$ cat src/rtl/alu_ctrl_pkg.sv
// Shared types and encodings for the execute-stage ALU / multiply-divide controller.
package alu_ctrl_pkg;

  typedef enum logic [3:0] {
    ALU_AND    = 4'b0000,
    ALU_OR     = 4'b0001,
    ALU_ADD    = 4'b0010,
    ALU_XOR    = 4'b0011,
    ALU_SLL    = 4'b0100,
    ALU_SRL    = 4'b0101,
    ALU_SUB    = 4'b0110,
    ALU_SRA    = 4'b0111,
    ALU_SLT    = 4'b1000,
    ALU_SLTU   = 4'b1001,
    ALU_PASS_B = 4'b1010
  } alu_op_e;

  // Values follow Funct3 of the M-extension encodings.
  typedef enum logic [2:0] {
    MD_MUL, MD_MULH, MD_MULHSU, MD_MULHU, MD_DIV, MD_DIVU, MD_REM, MD_REMU
  } md_op_e;

  typedef enum logic [1:0] {ST_IDLE, ST_CALC, ST_DONE} md_state_e;

  localparam logic [1:0] ALUOP_MEM    = 2'b00;
  localparam logic [1:0] ALUOP_BRANCH = 2'b01;
  localparam logic [1:0] ALUOP_RTYPE  = 2'b10;
  localparam logic [1:0] ALUOP_JUMP   = 2'b11;

  localparam logic [6:0] FUNCT7_BASE = 7'b0000000;
  localparam logic [6:0] FUNCT7_ALT  = 7'b0100000;
  localparam logic [6:0] FUNCT7_M    = 7'b0000001;

  function automatic logic md_is_div(md_op_e op);
    return op[2];
  endfunction

  function automatic logic md_a_signed(md_op_e op);
    return op inside {MD_MULH, MD_MULHSU, MD_DIV, MD_REM};
  endfunction

  function automatic logic md_b_signed(md_op_e op);
    return op inside {MD_MULH, MD_DIV, MD_REM};
  endfunction

endpackage

$ cat src/rtl/md_iter_core.sv
// Iterative radix-2 multiply / restoring-divide datapath working on operand magnitudes.
module md_iter_core
  import alu_ctrl_pkg::*;
#(
  parameter int XLEN = 32
) (
  input  logic            clk,
  input  logic            rst_n,
  input  logic            start,
  input  logic            step,
  input  logic [2:0]      op,
  input  logic [XLEN-1:0] src_a,
  input  logic [XLEN-1:0] src_b,
  output logic            last,
  output logic [XLEN-1:0] result
);

  localparam int CW = $clog2(XLEN);
  localparam logic [CW-1:0] CNT_INIT = CW'(XLEN - 1);

  md_op_e              op_in;
  md_op_e              op_q;
  logic [2*XLEN-1:0]   acc;
  logic [2*XLEN-1:0]   acc_next;
  logic [XLEN-1:0]     divisor;
  logic [CW-1:0]       count;
  logic                q_neg;
  logic                r_neg;
  logic                a_neg;
  logic                b_neg;
  logic [XLEN:0]       sum;
  logic [XLEN:0]       rem_sh;
  logic [XLEN:0]       diff;
  logic [2*XLEN-1:0]   prod_fix;
  logic [XLEN-1:0]     quo;
  logic [XLEN-1:0]     rem;

  assign op_in = md_op_e'(op);
  assign a_neg = md_a_signed(op_in) & src_a[XLEN-1];
  assign b_neg = md_b_signed(op_in) & src_b[XLEN-1];
  assign last  = (count == '0);

  // One iteration: acc holds {partial product, multiplier} or {remainder, dividend/quotient}.
  // NOTE: every combinational output gets a default first, so no path can infer a latch.
  always_comb begin
    sum      = '0;
    rem_sh   = '0;
    diff     = '0;
    acc_next = acc;
    if (md_is_div(op_q)) begin
      rem_sh = {acc[2*XLEN-1:XLEN], acc[XLEN-1]};
      diff   = rem_sh - {1'b0, divisor};
      if (!diff[XLEN]) acc_next = {diff[XLEN-1:0], acc[XLEN-2:0], 1'b1};
      else             acc_next = {rem_sh[XLEN-1:0], acc[XLEN-2:0], 1'b0};
    end else begin
      sum      = {1'b0, acc[2*XLEN-1:XLEN]} + (acc[0] ? {1'b0, divisor} : '0);
      acc_next = {sum, acc[XLEN-1:1]};
    end
  end

  // Sign correction of the value the final step produces.
  always_comb begin
    prod_fix = q_neg ? -acc_next : acc_next;
    quo      = acc_next[XLEN-1:0];
    rem      = acc_next[2*XLEN-1:XLEN];
    result   = '0;
    case (op_q)
      MD_MUL:                       result = prod_fix[XLEN-1:0];
      MD_MULH, MD_MULHSU, MD_MULHU: result = prod_fix[2*XLEN-1:XLEN];
      MD_DIV, MD_DIVU:              result = q_neg ? -quo : quo;
      MD_REM, MD_REMU:              result = r_neg ? -rem : rem;
    endcase
  end

  // NOTE: state uses non-blocking assignments; the few datapath registers are reset as
  // well (cheap, and keeps the counter at 0 out of reset).
  always_ff @(posedge clk or negedge rst_n) begin
    if (!rst_n) begin
      op_q    <= MD_MUL;
      acc     <= '0;
      divisor <= '0;
      count   <= '0;
      q_neg   <= 1'b0;
      r_neg   <= 1'b0;
    end else if (start) begin
      op_q    <= op_in;
      acc     <= {{XLEN{1'b0}}, a_neg ? -src_a : src_a};
      divisor <= b_neg ? -src_b : src_b;
      count   <= CNT_INIT;
      q_neg   <= a_neg ^ b_neg;
      r_neg   <= a_neg;
    end else if (step) begin
      acc   <= acc_next;
      count <= count - 1'b1;
    end
  end

endmodule

$ cat src/rtl/alu_md_sequencer.sv
// Execute-stage controller: ALU op decode plus a sequencer that runs M-extension ops
// on md_iter_core, stalling the pipeline until a registered result is ready.
module alu_md_sequencer
  import alu_ctrl_pkg::*;
#(
  parameter int XLEN = 32,
  parameter bit EN_M = 1'b1
) (
  input  logic            clk,
  input  logic            rst_n,
  input  logic            in_valid,
  input  logic [1:0]      ALUOp,
  input  logic [6:0]      Funct7,
  input  logic [2:0]      Funct3,
  input  logic            is_imm,
  input  logic [XLEN-1:0] src_a,
  input  logic [XLEN-1:0] src_b,
  input  logic            flush,
  output logic [3:0]      Operation,
  output logic            illegal,
  output logic            stall,
  output logic            md_valid,
  output logic [XLEN-1:0] md_result
);

  md_state_e       state;
  md_state_e       state_next;
  alu_op_e         alu_op;
  logic            m_enc;
  logic            m_op;
  logic            is_shift;
  logic            bad_f7;
  logic            accept;
  logic            special;
  logic            ovf;
  logic            start;
  logic            step;
  logic            finish;
  logic            take_special;
  logic            core_last;
  logic [XLEN-1:0] core_result;
  logic [XLEN-1:0] special_res;

  assign m_enc    = (ALUOp == ALUOP_RTYPE) && !is_imm && (Funct7 == FUNCT7_M);
  assign m_op     = m_enc && EN_M;
  assign is_shift = (Funct3 == 3'b001) || (Funct3 == 3'b101);
  assign bad_f7   = is_imm ? (is_shift && Funct7 != FUNCT7_BASE && Funct7 != FUNCT7_ALT)
                           : !(Funct7 == FUNCT7_BASE ||
                               (Funct7 == FUNCT7_ALT && (Funct3 == 3'b000 || Funct3 == 3'b101)));

  always_comb begin
    alu_op  = ALU_ADD;
    illegal = 1'b0;
    case (ALUOp)
      ALUOP_MEM:    alu_op = ALU_ADD;
      ALUOP_BRANCH: alu_op = ALU_SUB;
      ALUOP_JUMP:   alu_op = ALU_PASS_B;
      default: begin
        if (m_enc) begin
          illegal = !EN_M;
        end else if (bad_f7) begin
          illegal = 1'b1;
        end else begin
          case (Funct3)
            3'b000: alu_op = (!is_imm && Funct7 == FUNCT7_ALT) ? ALU_SUB : ALU_ADD;
            3'b001: alu_op = ALU_SLL;
            3'b010: alu_op = ALU_SLT;
            3'b011: alu_op = ALU_SLTU;
            3'b100: alu_op = ALU_XOR;
            3'b101: alu_op = (Funct7 == FUNCT7_ALT) ? ALU_SRA : ALU_SRL;
            3'b110: alu_op = ALU_OR;
            default: alu_op = ALU_AND;
          endcase
        end
      end
    endcase
  end

  assign Operation = alu_op;

  // Divide by zero and signed overflow finish without iterating.
  assign ovf     = Funct3[2] && !Funct3[0] &&
                   (src_a == {1'b1, {(XLEN-1){1'b0}}}) && (&src_b);
  assign special = Funct3[2] && ((src_b == '0) || ovf);

  always_comb begin
    if (Funct3[1]) special_res = (src_b == '0) ? src_a : '0;
    else           special_res = (src_b == '0) ? '1 : src_a;
  end

  assign accept = (state == ST_IDLE) && in_valid && m_op && !flush;
  assign stall  = accept || (state == ST_CALC);

  always_comb begin
    state_next   = state;
    start        = 1'b0;
    step         = 1'b0;
    finish       = 1'b0;
    take_special = 1'b0;
    case (state)
      ST_IDLE: begin
        if (accept) begin
          if (special) begin
            state_next   = ST_DONE;
            take_special = 1'b1;
          end else begin
            state_next = ST_CALC;
            start      = 1'b1;
          end
        end
      end
      ST_CALC: begin
        if (flush) begin
          state_next = ST_IDLE;
        end else begin
          step = 1'b1;
          if (core_last) begin
            state_next = ST_DONE;
            finish     = 1'b1;
          end
        end
      end
      default: state_next = ST_IDLE;
    endcase
  end

  always_ff @(posedge clk or negedge rst_n) begin
    if (!rst_n) begin
      state     <= ST_IDLE;
      md_valid  <= 1'b0;
      md_result <= '0;
    end else begin
      state    <= state_next;
      md_valid <= take_special || finish;
      if (take_special) md_result <= special_res;
      else if (finish)  md_result <= core_result;
    end
  end

  md_iter_core #(.XLEN(XLEN)) u_core (
    .clk    (clk),
    .rst_n  (rst_n),
    .start  (start),
    .step   (step),
    .op     (Funct3),
    .src_a  (src_a),
    .src_b  (src_b),
    .last   (core_last),
    .result (core_result)
  );

endmodule

$ cat config.mk
export PLATFORM = sky130hd
export DESIGN_NAME = alu_md_sequencer
export DESIGN_NICKNAME = d
export VERILOG_FILES = /design/src/rtl/alu_ctrl_pkg.sv /design/src/rtl/md_iter_core.sv /design/src/rtl/alu_md_sequencer.sv
export SDC_FILE = /design/constraint.sdc
export NUM_CORES = 1
export LEC_CHECK = 0
export CORE_MARGIN = 1.5
export CORE_UTILIZATION = 45
export CTS_CLUSTER_SIZE = 12
export DETAILED_ROUTE_END_ITERATION = 8
export PLACE_DENSITY = 0.62
export SLEW_MARGIN = 5
export SYNTH_ARGS = -nofsm -noshare
export SYNTH_HDL_FRONTEND = slang
export SYNTH_SLANG_ARGS = --single-unit
export TNS_END_PERCENT = 50
$ cat constraint.sdc
create_clock -name clk -period 7.05 [get_ports clk]
set_clock_uncertainty 0.05 [all_clocks]
set_input_delay 1.41 -clock clk [delete_from_list [all_inputs] [get_ports clk]]
set_output_delay 1.41 -clock clk [all_outputs]
set_load 0.05 [all_outputs]
==> results of run 1 <==
## placed cells by master, fill, tap and decap left out, types with 9 or more instances in the layout
cell type	n
nand3_1	37
xor2_1	71
nand2_1	211
a22o_1	17
and2_1	41
buf_4	36
mux2i_1	37
o21ai_0	144
o221ai_1	28
a31oi_1	33
clkdlybuf4s50_1	118
nor2b_1	15
a21o_1	31
mux2_2	17
inv_1	71
nand4_1	34
clkbuf_16	17
a211oi_1	37
o211ai_1	23
o21bai_1	10
xnor2_1	99
a221o_1	10
and3_1	18
o31ai_1	29
dfrtp_1	140
nor4_1	21
or3_1	21
or4_1	9
o41ai_1	17
nor3_1	56
or2_2	12
a221oi_1	10
nand2b_1	21
a21oi_1	186
nor2_1	203
ha_1	71
## through the flow
step / utilization / cells / hold slack (ps)
after floorplan: - / 2050 / 413.9
after global placement: 0.5056 / 2537 / 420.2
after global routing: 0.5222 / 2569 / 471.8
final: 0.5223 / 2570 / 452.7
after detailed placement: 0.5056 / 2537 / 439.0
after CTS: 0.5222 / 2569 / 453.5
## worst paths after layout
| kind | start | endpoint | slack, ps | depth (start not counted) |
|---|---|---|---|---|
| max | u_core.acc[42] | md_result[22] | 780 | 22 |
| min reg2reg | md_result[3] | md_result[3] | 450 | 1 |
| max in group asynchronous | rst_n | md_result[20] | 4730 | 2 |
| min | md_result[3] | md_result[3] | 450 | 1 |
| max reg2reg | u_core.acc[42] | md_result[22] | 780 | 22 |
| min in group asynchronous | rst_n | u_core.divisor[22] | 970 | 1 |
## final cells by class
type	instances	area (um2)	area share
clock buffer	19	442.9	0.02523
tap	448	560.5	0.03193
multi-input combinational	1720	11150	0.6352
sequential	141	3532	0.2012
clock inverter	13	113.9	0.006485
antenna	1	2.502	0.0001425
timing repair buffer	156	1483	0.08445
inverter	72	270.3	0.01539
## per-layer routing
| layer | global-route usage | up-vias |
|---|---|---|
| li1 | - | 7694 |
| met1 | 0.4865 | 8055 |
| met2 | 0.5278 | 838 |
| met3 | 0.09302 | 127 |
| met4 | 0.1102 | 0 |
| met5 | 0 | - |
## report_power, final
part           leakage [uW]  total (uW)  switching (uW)  internal, uW
combinational       0.00548         407             238           169
sequential          0.00181         819            5.83           813
clock              0.000274         907             412           495
## kinds of logic (layout without fill, tap and decap cells)
group	Yosys count	in the layout
and+or+nand+nor	747	747
AOI/OAI and AO/OA	671	671
buffers and inverters	189	260
xor gates and xnor gates	170	170
DFF	141	141
adders and majority gates	77	77
muxes	55	55
other	0	1
## synth_stat cells (all sizes together) (8+ instances only)
master,n
o211ai,24
and2,41
inv,72
and3,18
o21ai,152
clkbuf,84
a221o,10
o21a,8
ha,71
buf,33
mux2i,38
o221ai,28
nand2b,22
a21o,33
nand3,42
nor4,23
a21oi,186
a22o,17
nor2,204
a221oi,11
o41ai,18
dfrtp,141
a211oi,39
nor2b,15
nand4,35
or2,17
xnor2,99
o31ai,29
or4,10
nand2,213
o21bai,10
a31oi,35
xor2,71
mux2,17
or3,23
nor3,59
## worst max-delay path: cells and delay by family (launching register included)
kind,cells,cell delay (ps)
buf+inv,1,290
simple gates,8,1730
fa+ha+maj,2,820
flops,1,450
compound gates,10,2650
xor+xnor,1,120
## state kept, by name (all words and copies together), names as in the netlist, 2 cells and up
name / flops
u_core.acc: 64
u_core.divisor: 32
md_result: 32
state: 2
u_core.count: 5
u_core.op_q: 3
==> flow_summary.toml, run 1 <==
[run_status]
outcome = "completed"

[yosys]
yosys.area_share.adder = 0.06286
synth_top_area_frac = 0.2290
muxShareOfSynthArea = 0.03792
yosysWarnings = 0
syn_inst = 2050
async_reset_ff_frac = 1.000
yosysUniqueCellTypes = 97
synth-seq-area-share = 0.2290
ys_top_cells_by_area = "dfrtp_1 (23%), a21oi_1 (6.0%), ha_1 (5.8%)"
synth_compound_gate_area_share = 0.2872
syn-cell-area_um2 = 15410
ys.flop_type = "dfrtp_1"
avgSynthCellArea_um2 = 7.516
synthSimpleGateAreaFrac = 0.2378
syn_nets = 2204
synth_top_family_by_area = "compound AO/OA/AOI/OAI gates"
synth_seq_cells = 141
synth_edf_count = 0
post-synth-top-area-cell = "dfrtp_1"
synth-xor-area-share = 0.09664

[placed_design]
postPlaceCellArea_um2 = 17000
gp_congestion = 0.9962
dpl.hpwl_mm = 47.78
port_buffers = 119
place_ws_ps = 1074

[die]
initial_core_util = 0.4583
die_x_um = 188.0
die_area_um2 = 35360
io_pins = 120
core_um2 = 33620
rows = 67
die_h_um = 188.0

[global_route]
antenna_found_initial = 1
grt_start_max_net_pins = 93
grt_pass1_wl_mm = 95.14
overflow = 0
first_global_vias = 15730
grt_util_all_layers = 0.3506

[final_layout]
final_cell_area_um2 = 17560
area_delta_synth_final_pct = 13.95
fillers = 3244
nNetsFinal = 2262
layout-drive-gt1-share = 0.06836

[clocking]
cts_setup_buffers = 0
cts_resized = 0
numCtsBuffers = 17
cts_sinks = 141
clk_pin_slew_ps = 70
clkLatencyLatePin_ps = 460
htree_levels = 4
cts_tree = "built"
cts-root-buf = "clkbuf_16"
cts_hold_buf = 0
clk_path_buf_depth = 2

[worst_hold_path]
hold_path_class = "reg -> reg"

[power_and_ir_drop]
p_leak_uw = 0.007566
max-vdd-ir-drop_mv = 0.1786
p_total_uw = 2133
power_density_nw_per_um2 = 121.5

[worst_setup_path]
worstPathArrival_ps = 6550
worst_ep_required_time_ps = 7330
path_cells = "ha_1 -> a21o_1 -> a311oi_1 -> o31ai_1 -> nand2_1 -> a31o_1 -> nand2_2 -> buf_4 -> nor2_1 -> a21oi_1 -> a21o_1 -> ha_1 -> nor4b_1 -> and3_1 -> a31oi_1 -> a32o_1 -> nor2_1 -> nand4_1 -> o41ai_1 -> xnor2_1 -> a221oi_1 -> nor3_1"
cp-end-kind = "register"
worst_setup_path_start_kind = "register"
crit_type = "reg -> reg"
cpPeakStageDelay_ps = 530
slowest_stage = "a221oi_1"
cp_max_fo = 16

[routing]
ant_nets = 0
vias_per_cell = 6.504
vias = 16710
wl_met2_mm = 26.71
drc_errors = 0
drtIter0Drc = 1909
dr.pass1.iters = 5
wl_per_cell_um = 24.13
drt-total-wl_mm = 62.01
wl_met1_mm = 27.18
wl_met3_mm = 6.255
top_layer_used = "met4"

[flow_run]
drv_cap = 0

[sta]
setup-violations-final = 0
relSlewSlack = 0.2681
fmax_mhz = 159.4
slew_viol_final = 0
rsz0062_at_grt = "false"
hold_viol = 0
fin_crit_sh = 0.8900
finalCriticalPeriod_ps = 6275
tightest_slew_ps = 1098
fin_setup_tns_ps = 0
setup_ws_ps = 775.5
Note: power is estimated with default switching activity, not from simulation.
==> run 2, diff against run 1 <==
--- a/config.mk
+++ b/config.mk
@@ -5,7 +5,6 @@
 export SDC_FILE = /design/constraint.sdc
 export NUM_CORES = 1
 export LEC_CHECK = 0
-export CORE_MARGIN = 1.5
 export CORE_UTILIZATION = 45
 export CTS_CLUSTER_SIZE = 12
 export DETAILED_ROUTE_END_ITERATION = 8
==> flow_summary.toml, run 2 (synthesized netlist as in run 1, its figures left out) <==
[run_status]
outcome = "completed"

[sta]
finalCriticalPeriod_ps = 6407
fin_setup_tns_ps = 0
relSlewSlack = 0.2859
rsz0062_at_grt = "false"
fin_crit_sh = 0.9088
setup_ws_ps = 642.8
tightest_slew_ps = 1067
slew_viol_final = 0
hold_viol = 0
fmax_mhz = 156.1
setup-violations-final = 0

[die]
io_pins = 120
initial_core_util = 0.4583
die_x_um = 187.0
rows = 67
core_um2 = 33620
die_h_um = 187.0
die_area_um2 = 34980

[final_layout]
layout_common_cells = "nand2_1 (211), nor2_1 (203), a21oi_1 (186)"
area_delta_synth_final_pct = 14.31
layout-drive-gt1-share = 0.06613
layout.cells.most_common = "nand2_1"
num_antenna_cells = 0
final_cell_area_um2 = 17610
fillers = 3305
regMostFlops = "u_core.acc"
largest_reg_flops = 64
nNetsFinal = 2258
largest_registers = "u_core.acc x64, md_result x32, u_core.divisor x32"

[clocking]
cts_sinks = 141
htree_levels = 4
cts_hold_buf = 0
cts_setup_buffers = 0
clk_pin_slew_ps = 70
cts-root-buf = "clkbuf_16"
clkLatencyLatePin_ps = 460
cts_tree = "built"
cts_resized = 0
clk_path_buf_depth = 2
numCtsBuffers = 17

[worst_setup_path]
cpPeakStageDelay_ps = 540
crit_type = "reg -> reg"
worst_setup_path_start_kind = "register"
worst_ep_required_time_ps = 7320
worstReg2RegEnd = "md_result[22]"
slowest_stage = "nor4b_1"
reg2reg_from = "u_core.acc[31]"
worstPathArrival_ps = 6680
cp_max_fo = 16
reg2reg_slack_ps = 640
rr_worst_depth = 25
cp-end-kind = "register"

[placed_design]
gp_congestion = 0.9707
postPlaceCellArea_um2 = 16980
place_ws_ps = 857.3
dpl.hpwl_mm = 47.46
port_buffers = 119

[global_route]
grt_use_met2 = 0.5413
grt_util_met3 = 0.06979
first_global_vias = 15640
overflow = 0
grt_util_all_layers = 0.3571
grt_pass1_wl_mm = 96.18
antenna_found_initial = 2
grt_start_max_net_pins = 142
met1_usage = 0.5127
busiest_layer = "met2"

[routing]
dr.pass1.iters = 6
drtIter0Drc = 1679
vias_per_cell = 6.492
drt-total-wl_mm = 62.38
ant_nets = 0
wl_per_cell_um = 24.32
vias = 16650
drc_errors = 0

[power_and_ir_drop]
p_total_uw = 2249
p_leak_uw = 0.007588
max-vdd-ir-drop_mv = 0.1949
power_density_nw_per_um2 = 127.7

[worst_hold_path]
hold_path_class = "reg -> reg"
min_from = "u_core.divisor[30]"
min_to = "u_core.divisor[30]"
min_path_cells = 2

[flow_run]
drv_cap = 0
run 2: changes by cell type in the layout (fill, tap and decap cells not counted), sizes merged:
cell	before	now
buf	38	34
inv	76	74
diode	1	0
clkinvlp	2	1
bufinv	1	4
clkinv	6	5
clkbuf	19	20
run 2: per-layer routing:
metal | up-vias | share of wire
met5 | - | 0.00021
met4 | 2 | 0.023
met3 | 94 | 0.090
met2 | 812 | 0.44
met1 | 8065 | 0.45
li1 | 7680 | -
run 2: final cells by class:
cell class | count | area (um2) | area share
Tap cell | 448 | 560.5 | 0.03183
Sequential cell | 141 | 3532 | 0.2006
Clock inverter | 12 | 185.2 | 0.01051
Timing Repair Buffer | 152 | 1465 | 0.08319
Multi-Input combinational cell | 1720 | 11150 | 0.6332
Inverter | 72 | 270.3 | 0.01535
Clock buffer | 20 | 446.7 | 0.02536
run 2: how the worst max path moves through the flow:
stage / from / to / depth (start not counted)
5_1_grt: u_core.acc[31] / md_result[22] / 25
2_1_floorplan: u_core.acc[31] / md_result[28] / 25
3_3_place_gp: u_core.acc[31] / md_result[22] / 25
6_report: u_core.acc[31] / md_result[22] / 25
3_5_place_dp: u_core.acc[31] / md_result[28] / 23
4_1_cts: u_core.acc[31] / md_result[28] / 23
run 2: power breakdown:
group	switching, uW	total [uW]	leakage, uW	internal [uW]
combinational	239	409	0.00547	170
clock	415	1020	0.000305	605
sequential	5.61	818	0.00181	813
total	660	2250	0.00759	1590
run 2: critical path, delay by kind of cell (launching register included):
family	cells	cell delay, ps
AND/OR/NAND/NOR	9	2050
XOR/XNOR	1	110
adder cells (fa/ha/maj)	3	780
flip-flops	1	460
buffers and inverters	3	410
AO/OA/AOI/OAI	9	2410
run 2: metrics by stage:
stage,std cells,util,hold slack (ps)
global route,2565,0.5239,473.4
detailed placement,2533,0.5051,443.1
floorplan,2050,-,413.9
CTS,2565,0.5239,462.3
global placement,2533,0.5051,420.0
finish,2565,0.5239,466.6
